==> config.mk <==
export PLATFORM = sky130hd
export DESIGN_NAME = vdegen_flat
export DESIGN_NICKNAME = d
export VERILOG_FILES = /design/src/rtl/vdegen_if.sv /design/src/rtl/vdegen.sv /design/src/flat_wrapper.sv
export SDC_FILE = /design/constraint.sdc
export NUM_CORES = 1
export LEC_CHECK = 0
export CAP_MARGIN = 20
export CELL_PAD_IN_SITES_DETAIL_PLACEMENT = 1
export CELL_PAD_IN_SITES_GLOBAL_PLACEMENT = 1
export CORE_UTILIZATION = 38
export CTS_CLUSTER_DIAMETER = 120
export DETAILED_ROUTE_END_ITERATION = 7
export PLACE_DENSITY = 0.8
export REMOVE_ABC_BUFFERS = 1
export SYNTH_ARGS = -nofsm -noshare
export SYNTH_HDL_FRONTEND = slang
export SYNTH_SLANG_ARGS = --single-unit
==> constraint.sdc <==
create_clock -name m2clock -period 2.86 [get_ports m2clock]
set_clock_uncertainty 0.2 [all_clocks]
set_input_delay 0.572 -clock m2clock [delete_from_list [all_inputs] [get_ports m2clock]]
set_output_delay 0.572 -clock m2clock [all_outputs]
set_load 0.02 [all_outputs]
==> src/rtl/vdegen_if.sv <==
// Signal bundle for the vertical display-enable generator (vdegen).
// Mode selects and the line-timer sync go in; vertical timing comes out.
interface vdegen_if;
    logic       mde1;    // monochrome (high-resolution) mode select
    logic       ntsc;    // 60 Hz colour timing when 1, 50 Hz when 0
    logic       ihsync;  // horizontal sync from the line timer, active-high
    logic       vblank;  // 1 = visible line, 0 = vertical blank
    logic       vde;     // vertical display enable
    logic       vsync;   // vertical sync, active-high
    logic [8:0] vcnt;    // current line number
    logic       sof;     // one-cycle pulse at each frame wrap

    modport master (
        output mde1, ntsc, ihsync,
        input  vblank, vde, vsync, vcnt, sof
    );

    modport slave (
        input  mde1, ntsc, ihsync,
        output vblank, vde, vsync, vcnt, sof
    );
endinterface

==> src/rtl/vdegen.sv <==
// vdegen: vertical line counter and vertical timing generator.
// Counts rising edges of ihsync, wraps at the last line of the selected
// mode (MONO/NTSC/PAL) and produces registered vde, vblank, vsync and a
// start-of-frame pulse.
// Optional macro VDEGEN_MODE_LATCH_EN: when defined, the mode selects are
// latched at each frame wrap (and on the first strobe after reset), so a
// mode change only takes effect at the next frame boundary.
module vdegen (
    input  logic    m2clock,
    input  logic    porb,
    vdegen_if.slave bus
);

    localparam logic [1:0] MODE_MONO = 2'd0;
    localparam logic [1:0] MODE_NTSC = 2'd1;
    localparam logic [1:0] MODE_PAL  = 2'd2;

    logic       hs_q;
    logic       strobe;
    logic [1:0] live_mode;
    logic [1:0] mode;
    logic [8:0] last;
    logic [8:0] ds;
    logic [8:0] de;
    logic [8:0] bs;
    logic [8:0] be;
    logic [8:0] vs_start;
    logic [8:0] next_cnt;
    logic       wrap;

    logic [8:0] vcnt_q;
    logic       vde_q;
    logic       vblank_q;
    logic       vsync_q;
    logic       sof_q;

    // Register ihsync so its rising edge can be detected.
    // NOTE: the copy resets to 1 so an ihsync already high at reset release
    // is not mistaken for a fresh rising edge.
    always_ff @(posedge m2clock or negedge porb) begin
        if (!porb) begin
            hs_q <= 1'b1;
        end else begin
            // NOTE: non-blocking assignment for every flop, so all state
            // updates see the pre-edge values regardless of statement order.
            hs_q <= bus.ihsync;
        end
    end

    assign strobe = bus.ihsync & ~hs_q;

    assign live_mode = bus.mde1 ? MODE_MONO : (bus.ntsc ? MODE_NTSC : MODE_PAL);

`ifdef VDEGEN_MODE_LATCH_EN
    logic [1:0] mode_q;
    logic       mode_fresh;

    // Until the first strobe after reset the live selects are used; that
    // strobe and every wrap thereafter capture them for the next frame.
    assign mode = mode_fresh ? live_mode : mode_q;

    // Latch the mode selects on the first strobe and at each frame wrap.
    always_ff @(posedge m2clock or negedge porb) begin
        if (!porb) begin
            mode_q     <= MODE_PAL;
            mode_fresh <= 1'b1;
        end else if (strobe) begin
            mode_fresh <= 1'b0;
            if (mode_fresh || wrap) begin
                mode_q <= live_mode;
            end
        end
    end
`else
    assign mode = live_mode;
`endif

    // Per-mode line limits and compare points.
    always_comb begin
        // NOTE: defaults first so no path through the case leaves a
        // signal unassigned (which would infer a latch).
        last = 9'd312;
        ds   = 9'd63;
        de   = 9'd263;
        bs   = 9'd25;
        be   = 9'd309;
        case (mode)
            MODE_MONO: begin
                last = 9'd500;
                ds   = 9'd34;
                de   = 9'd434;
                bs   = 9'd1;
                be   = 9'd500;
            end
            MODE_NTSC: begin
                last = 9'd262;
                ds   = 9'd34;
                de   = 9'd234;
                bs   = 9'd16;
                be   = 9'd259;
            end
            default: ;
        endcase
    end

    assign vs_start = last - 9'd2;

    // Any count at or beyond the last line wraps, which also recovers a
    // count left out of range by a mid-frame mode change.
    assign next_cnt = (vcnt_q >= last) ? 9'd0 : vcnt_q + 9'd1;
    assign wrap     = (next_cnt == 9'd0);

    // Advance the line counter and update the timing flags on each strobe.
    always_ff @(posedge m2clock or negedge porb) begin
        if (!porb) begin
            vcnt_q   <= 9'd0;
            vde_q    <= 1'b0;
            vblank_q <= 1'b0;
            vsync_q  <= 1'b0;
            sof_q    <= 1'b0;
        end else begin
            sof_q <= 1'b0;
            if (strobe) begin
                vcnt_q  <= next_cnt;
                sof_q   <= wrap;
                vsync_q <= (next_cnt >= vs_start);
                // Clear compares are tested first so they win a tie.
                if (next_cnt == de) begin
                    vde_q <= 1'b0;
                end else if (next_cnt == ds) begin
                    vde_q <= 1'b1;
                end
                if (next_cnt == be) begin
                    vblank_q <= 1'b0;
                end else if (next_cnt == bs) begin
                    vblank_q <= 1'b1;
                end
            end
        end
    end

    assign bus.vcnt   = vcnt_q;
    assign bus.vde    = vde_q;
    assign bus.vblank = vblank_q;
    assign bus.vsync  = vsync_q;
    assign bus.sof    = sof_q;

endmodule

==> src/flat_wrapper.sv <==
// flat-port wrapper written by rule: the top's interface ports become plain ports
module vdegen_flat 
  (m2clock, porb, bus_mde1, bus_ntsc, bus_ihsync, bus_vblank, bus_vde, bus_vsync, bus_vcnt, bus_sof);
  vdegen_if bus_i ();
  input  logic m2clock;
  input  logic porb;
  input wire logic [$bits(bus_i.mde1)-1:0] bus_mde1;
  input wire logic [$bits(bus_i.ntsc)-1:0] bus_ntsc;
  input wire logic [$bits(bus_i.ihsync)-1:0] bus_ihsync;
  output wire logic [$bits(bus_i.vblank)-1:0] bus_vblank;
  output wire logic [$bits(bus_i.vde)-1:0] bus_vde;
  output wire logic [$bits(bus_i.vsync)-1:0] bus_vsync;
  output wire logic [$bits(bus_i.vcnt)-1:0] bus_vcnt;
  output wire logic [$bits(bus_i.sof)-1:0] bus_sof;
  assign bus_i.mde1 = bus_mde1;
  assign bus_i.ntsc = bus_ntsc;
  assign bus_i.ihsync = bus_ihsync;
  assign bus_vblank = bus_i.vblank;
  assign bus_vde = bus_i.vde;
  assign bus_vsync = bus_i.vsync;
  assign bus_vcnt = bus_i.vcnt;
  assign bus_sof = bus_i.sof;
  vdegen u_core (.m2clock(m2clock), .porb(porb), .bus(bus_i));
endmodule
**Word level (Yosys, flattened, before mapping)**

Cells that the tools add are included.

- $add $sub $neg: 2
- $lt $le $gt $ge: 2
- Eq/ne operators: 5
- Multiplexer cells: 13
- Bitwise gates (word level): 2
- Reduce and logical (&&, ||, !) cells: 7

Operator list:

| operator | count |
|---|---|
| one-hot mux 8 bit (2 select lines) | 2 |
| == test 9 bit | 2 |
| greater-or-equal comparator 9 bit | 2 |
| one-hot mux 9 bit (2 select lines) | 1 |
| one-hot mux 5 bit (2 select lines) | 1 |
| adder 9 x 1 -> 9 bit (second input constant) | 1 |
| == test 9 x 5 -> 1 bit | 1 |
| == test 9 x 6 -> 1 bit | 1 |
| logical NOT 9 bit | 1 |
| 2-to-1 mux 9 bit | 1 |
| subtractor 9 x 2 -> 9 bit (second input constant) | 1 |
| 2-to-1 mux 1 bit | 5 |
| 2-to-1 mux 5 bit | 1 |
| 2-to-1 mux 2 bit | 2 |
| AND reduction 2 bit | 2 |
| nonzero test 2 bit | 2 |
| == test 2 x 1 -> 1 bit (second input constant) | 1 |
| logical NOT 2 bit | 1 |
| OR reduction 2 bit | 1 |
| AND 1 bit | 1 |
| NOT 1 bit | 1 |

- Flip-flop bits (word level): 14
- Input port bits: 5
- Output and inout bits: 13
- Logic and storage cells: 37

**Logic depth before layout (Yosys ltp)**

- Depth in word-level cells: 9
- Mapped depth: 19

**Least setup slack after synthesis**

OpenSTA, ideal clock, no wires.

- Path type: input port to flip-flop
- Start point: input port bus_mde1
- End point: register u_core.vsync_q, in the netlist u_core.bus.vsync
- Arrival: 3.360 ns
- Required time: 2.528 ns
- Path slack: -0.832 ns
- Stages: 19
- Buffers on the path: 4
- Path through: buf_2 -> or2_1 -> clkbuf_1 -> ha_1 -> nand2_1 -> a211oi_1 -> o21ai_0 -> a31o_1 -> buf_4 -> nand2_1 -> buf_4 -> nor2_1 -> ha_1 -> nor2b_1 -> o21a_1 -> o21ai_0 -> a21oi_1 -> nor3_1 -> a211oi_2

- Longest elaborated chain between the ends: 6

RTL lines:

| item | RTL line | source |
|---|---|---|
| start: declaration | flat_wrapper.sv:7 | `input wire logic [$bits(bus_i.mde1)-1:0] bus_mde1;` |
| 2-to-1 mux 2 bit * | vdegen.sv:52 | `assign live_mode = bus.mde1 ? MODE_MONO : (bus.ntsc ? MODE_NTSC : MODE_PAL);` |
| == test 2 x 1 -> 1 bit / logical NOT 2 bit (equally long branches) | vdegen.sv:87 | `case (mode)` |
| one-hot mux 8 bit (2 select lines) * | vdegen.sv:87 |  |
| greater-or-equal comparator 9 bit * | vdegen.sv:110 | `assign next_cnt = (vcnt_q >= last) ? 9'd0 : vcnt_q + 9'd1;` |
| 2-to-1 mux 9 bit * | vdegen.sv:110 |  |
| net u_core.next_cnt[2] | vdegen.sv:28 | `logic [8:0] next_cnt;` |
| greater-or-equal comparator 9 bit * | vdegen.sv:126 | `vsync_q <= (next_cnt >= vs_start);` |
| end signal: assignment | vdegen.sv:126 |  |
| end: declaration | vdegen.sv:34 | `logic vsync_q;` |

Mark *: on every way through the listed nets, which the timed path passes. The rest lies on a longest branch.
A chain may end at the register's enable or synchronous reset.

**Worst setup path after layout**

- Start point: input port bus_ntsc
- End point: register u_core.vsync_q, in the netlist u_core.bus.vsync

- Longest elaborated chain between the ends: 7

RTL lines:

| item | RTL line | source |
|---|---|---|
| start: declaration | flat_wrapper.sv:8 | `input wire logic [$bits(bus_i.ntsc)-1:0] bus_ntsc;` |
| 2-to-1 mux 2 bit * (2 in a row) | vdegen.sv:52 |  |
| == test 2 x 1 -> 1 bit / logical NOT 2 bit (equally long branches) | vdegen.sv:87 |  |
| one-hot mux 8 bit (2 select lines) * | vdegen.sv:87 |  |
| greater-or-equal comparator 9 bit * | vdegen.sv:110 |  |
| 2-to-1 mux 9 bit * | vdegen.sv:110 |  |
| net u_core.next_cnt[2] | vdegen.sv:28 |  |
| greater-or-equal comparator 9 bit * | vdegen.sv:126 |  |

Marked as above.

==> flow_metrics.env <==
export IMPL_status="finished with violations"
export IMPL_violations="setup timing"
export IMPL_synth_xor_area_share_pct=5.40
export IMPL_synth_adder_area_share_pct=10.2
export IMPL_ant_nets=0
export IMPL_rsz0062_at_grt="true"
export IMPL_htree_levels=1
export IMPL_portBuffers=17
export IMPL_synth_compound_area_share_pct=21.8
export IMPL_crit_path_start_kind="primary input"
export IMPL_synthDistinctLibCells=56
export IMPL_layout_nets=259
export IMPL_synthCells=200
export IMPL_fin_util_pct=53.9
export IMPL_setup_ws_ns=-0.283
export IMPL_endpoint_kind="register"
export IMPL_reg2reg_from="u_core.bus.vcnt[1]"
export IMPL_synth_top_area_cell="dfrtp_1"
export IMPL_period_share_pct=110
export IMPL_min_period_ns=3.14
export IMPL_cp_arrival_ns=3.12
export IMPL_drc=0
export IMPL_synth_top_family_by_area="simple AND/OR/NAND/NOR gates"
export IMPL_initial_utilization_pct=39.7
export IMPL_clkPwrFrac_pct=10.4
export IMPL_crit_chain="buf_8 > or2_4 > ha_4 > nand2_2 > a211oi_2 > o21ai_1 > a31o_1 > nand2_4 > nor2_1 > ha_1 > buf_4 > nand4_1 > or2_2 > a31o_1 > a211oi_2"
export IMPL_min_from="u_core.bus.vde"
export IMPL_grt_start_max_net_pins=15
export IMPL_holdWs_ns=0.328
export IMPL_ioPinCount=18
export IMPL_switching_share_pct=48.7
export IMPL_critPathRequiredTime_ns=2.83
export IMPL_fmax_ghz=0.318
export IMPL_seq_area_frac_synth_pct=22.0
export IMPL_max_slew_margin_pct=50.9
export IMPL_async_reset_ff_share_pct=100
export IMPL_nFillCells=498
export IMPL_finalHoldViolCount=0
export IMPL_grt_use_total_pct=29.0
export IMPL_p_int_mw=1.04
export IMPL_seqPwrFrac_pct=15.6
export IMPL_ir_worst_vdd_mv=0.418
export IMPL_yosys_area_share_simple_pct=31.4
export IMPL_die_w_um=66.8
export IMPL_max_slew_worst_pin_slew_ns=0.734
export IMPL_synthFlopType="dfrtp_1"
export IMPL_cellPowerDensity_nw_per_um2=933
export IMPL_die_h_um=66.8
export IMPL_clock_sinks=14
export IMPL_antenna_found_initial=0
export IMPL_cpMaxStageDelayCell="ha_1"
export IMPL_tritoncts="yes"
export IMPL_drive_gt1_share_pct=30.4
export IMPL_muxShareOfSynthArea_pct=0.626
export IMPL_synth_top_area_share_pct=20.4
export IMPL_gp_congestion=0.932
export IMPL_dp_final_hpwl_mm=4.25
export IMPL_coreArea_um2=4030
export IMPL_p_leak_nw=0.874
export IMPL_critPathTopFamily="compound AO/OA/AOI/OAI gates"
export IMPL_crit_fanout=7
export IMPL_synth_common_cells="nand2_1, nor2_1, dfrtp_1, ha_1, nand3_1"
export IMPL_ys_warn_count=0
export IMPL_critPathBufInv=2
export IMPL_synth_area_leaders="dfrtp_1, ha_1, nand2_1"
export IMPL_area_growth_pct=35.8
export IMPL_startpoint="bus_ntsc"
export IMPL_final_setup_viol_count=2
export IMPL_cts_buffers=3
export IMPL_wirelength_mm=5.96
export IMPL_ys_ff_latch=14
export IMPL_pwr_share_comb_pct=74.0
export IMPL_grt_pass1_wl_mm=9.25
export IMPL_die_area_um2=4470
export IMPL_synth_avg_cell_area_um2=7.99
export IMPL_dr_total_vias=1743
export IMPL_grt_pass1_vias=1805
export IMPL_avgRoutedWirePerCell_um=20.6
export IMPL_cts_clk_slew_worst_paths_ns=0.07
export IMPL_n_antenna_cell=0
export IMPL_via_per_inst=6.01
export IMPL_power_switching_mw=0.987
export IMPL_dr_pass1_iters=4
export IMPL_synth_edf_count=0
export IMPL_finalMaxSlewViolations=0
export IMPL_hp_class="reg2reg"
export IMPL_syn_area_um2=1600
export IMPL_drt_initial_drc_count=47
export IMPL_clock_latency_ns=0.26
export IMPL_synth_most_common_cell="nand2_1"
export IMPL_cts_root_buf="clkbuf_8"
export IMPL_rows=23
export IMPL_grt_overflow=0
export IMPL_timing_max_cap_violations=0
export IMPL_cts_path_max_buffers=2
export IMPL_path_class="in2reg"
export IMPL_slowest_delay_ns=0.31
==> worst register-to-register path: stages, from the launching register on <==
cell	delay, ns
dfrtp_1	0.39
inv_1	0.07
ha_2	0.20
and2b_1	0.14
o32ai_2	0.08
a31oi_1	0.16
a31o_1	0.26
buf_4	0.16
buf_8	0.10
nand3_4	0.09
ha_4	0.29
nand4_1	0.09
or2_2	0.29
a31o_1	0.21
a211oi_2	0.17
==> logic make-up after synthesis <==
group	after synthesis
compound gates	46
xor+xnor	9
fa+ha+maj	13
buf+inv	25
flops	14
mux	1
other cells	2
simple gates	90
==> flip-flops by register name (all words and copies together) (netlist names) <==
| register | cells |
|---|---|
| u_core.bus.sof | 1 |
| u_core.bus.vcnt | 9 |
| u_core.bus.vsync | 1 |
| u_core.bus.vblank | 1 |
| u_core.hs_q | 1 |
| u_core.bus.vde | 1 |
==> cells in the final DEF (no fill, tap or decap), types with 3 or more instances in the layout <==
cell type        Yosys  final
buf_4                4     35
o21a_1               4      4
clkdlybuf4s50_1      0     15
nor3_1              10      9
o21ai_0              7      5
nor2b_1              3      3
nand4_1              6      6
or2_2                3      3
xnor2_1              3      3
dfrtp_1             13     13
a31oi_1              5      5
nand2b_1             5      4
inv_1                6      5
nand2_1             19     16
a211oi_2             1      3
ha_1                13     10
a21oi_1              5      4
clkbuf_8             0      4
xor2_1               5      5
nand3_4              2      3
nand3_1             12     11
nor2_1              14     14
==> worst paths after layout <==
check | cells after the start | endpoint | slack (ns)
min in group asynchronous | 1 | u_core.bus.vcnt[0] | 0.55
min | 1 | u_core.bus.vde | 0.33
min reg2reg | 1 | u_core.bus.vde | 0.33
max | 15 | u_core.bus.vsync | -0.28
max in group asynchronous | 1 | u_core.bus.vcnt[5] | 1.45
max reg2reg | 14 | u_core.bus.vsync | -0.11
==> metrics by stage <==
step	setup TNS, ns	std cells	total power, mW	cell area [um^2]	setup WS [ns]
2_1_floorplan	-1.04	182	1.02	1490	-0.593
3_3_place_gp	-3.04	281	1.57	1970	-0.943
3_5_place_dp	-4.93	281	1.61	1970	-1.19
4_1_cts	-0.377	289	1.95	2150	-0.257
5_1_grt	-0.602	290	2.14	2170	-0.381
6_report	-0.481	290	2.03	2170	-0.283
==> power groups by stage <==
stage	Combinational, mW	Sequential (mW)	Clock (mW)
after floorplan	0.555	0.464	0
after detailed placement	1.30	0.315	0
final	1.50	0.316	0.211
after global placement	1.25	0.311	0
after CTS	1.43	0.315	0.209
after global routing	1.60	0.324	0.217
==> layout make-up <==
cell class	count	area (um^2)	area share [%]
Tap cell	50	62.6	2.88
Timing Repair Buffer	54	465	21.5
Clock buffer	4	55.1	2.54
Inverter	7	26.3	1.21
Multi-Input combinational cell	161	1210	55.7
Sequential cell	14	352	16.2
==> layer usage <==
metal	vias to the layer above	share of wire, %	global-route usage (%)
met2	69	51	53.2
li1	804	-	-
met5	-	0	0
met3	25	4.0	3.42
met1	845	42	33.6
met4	0	3.3	11.4
==> repair_timing <==
| action | 4_1_cts | 5_1_grt |
|---|---|---|
| buffers inserted | 4 | 1 |
| hold buffers | 0 | 0 |
| pin swaps | 21 | 8 |
| gates resized for setup | 33 | 3 |
| endpoints found under the setup margin | 7 | 2 |
(Power assumes the default switching activity.)
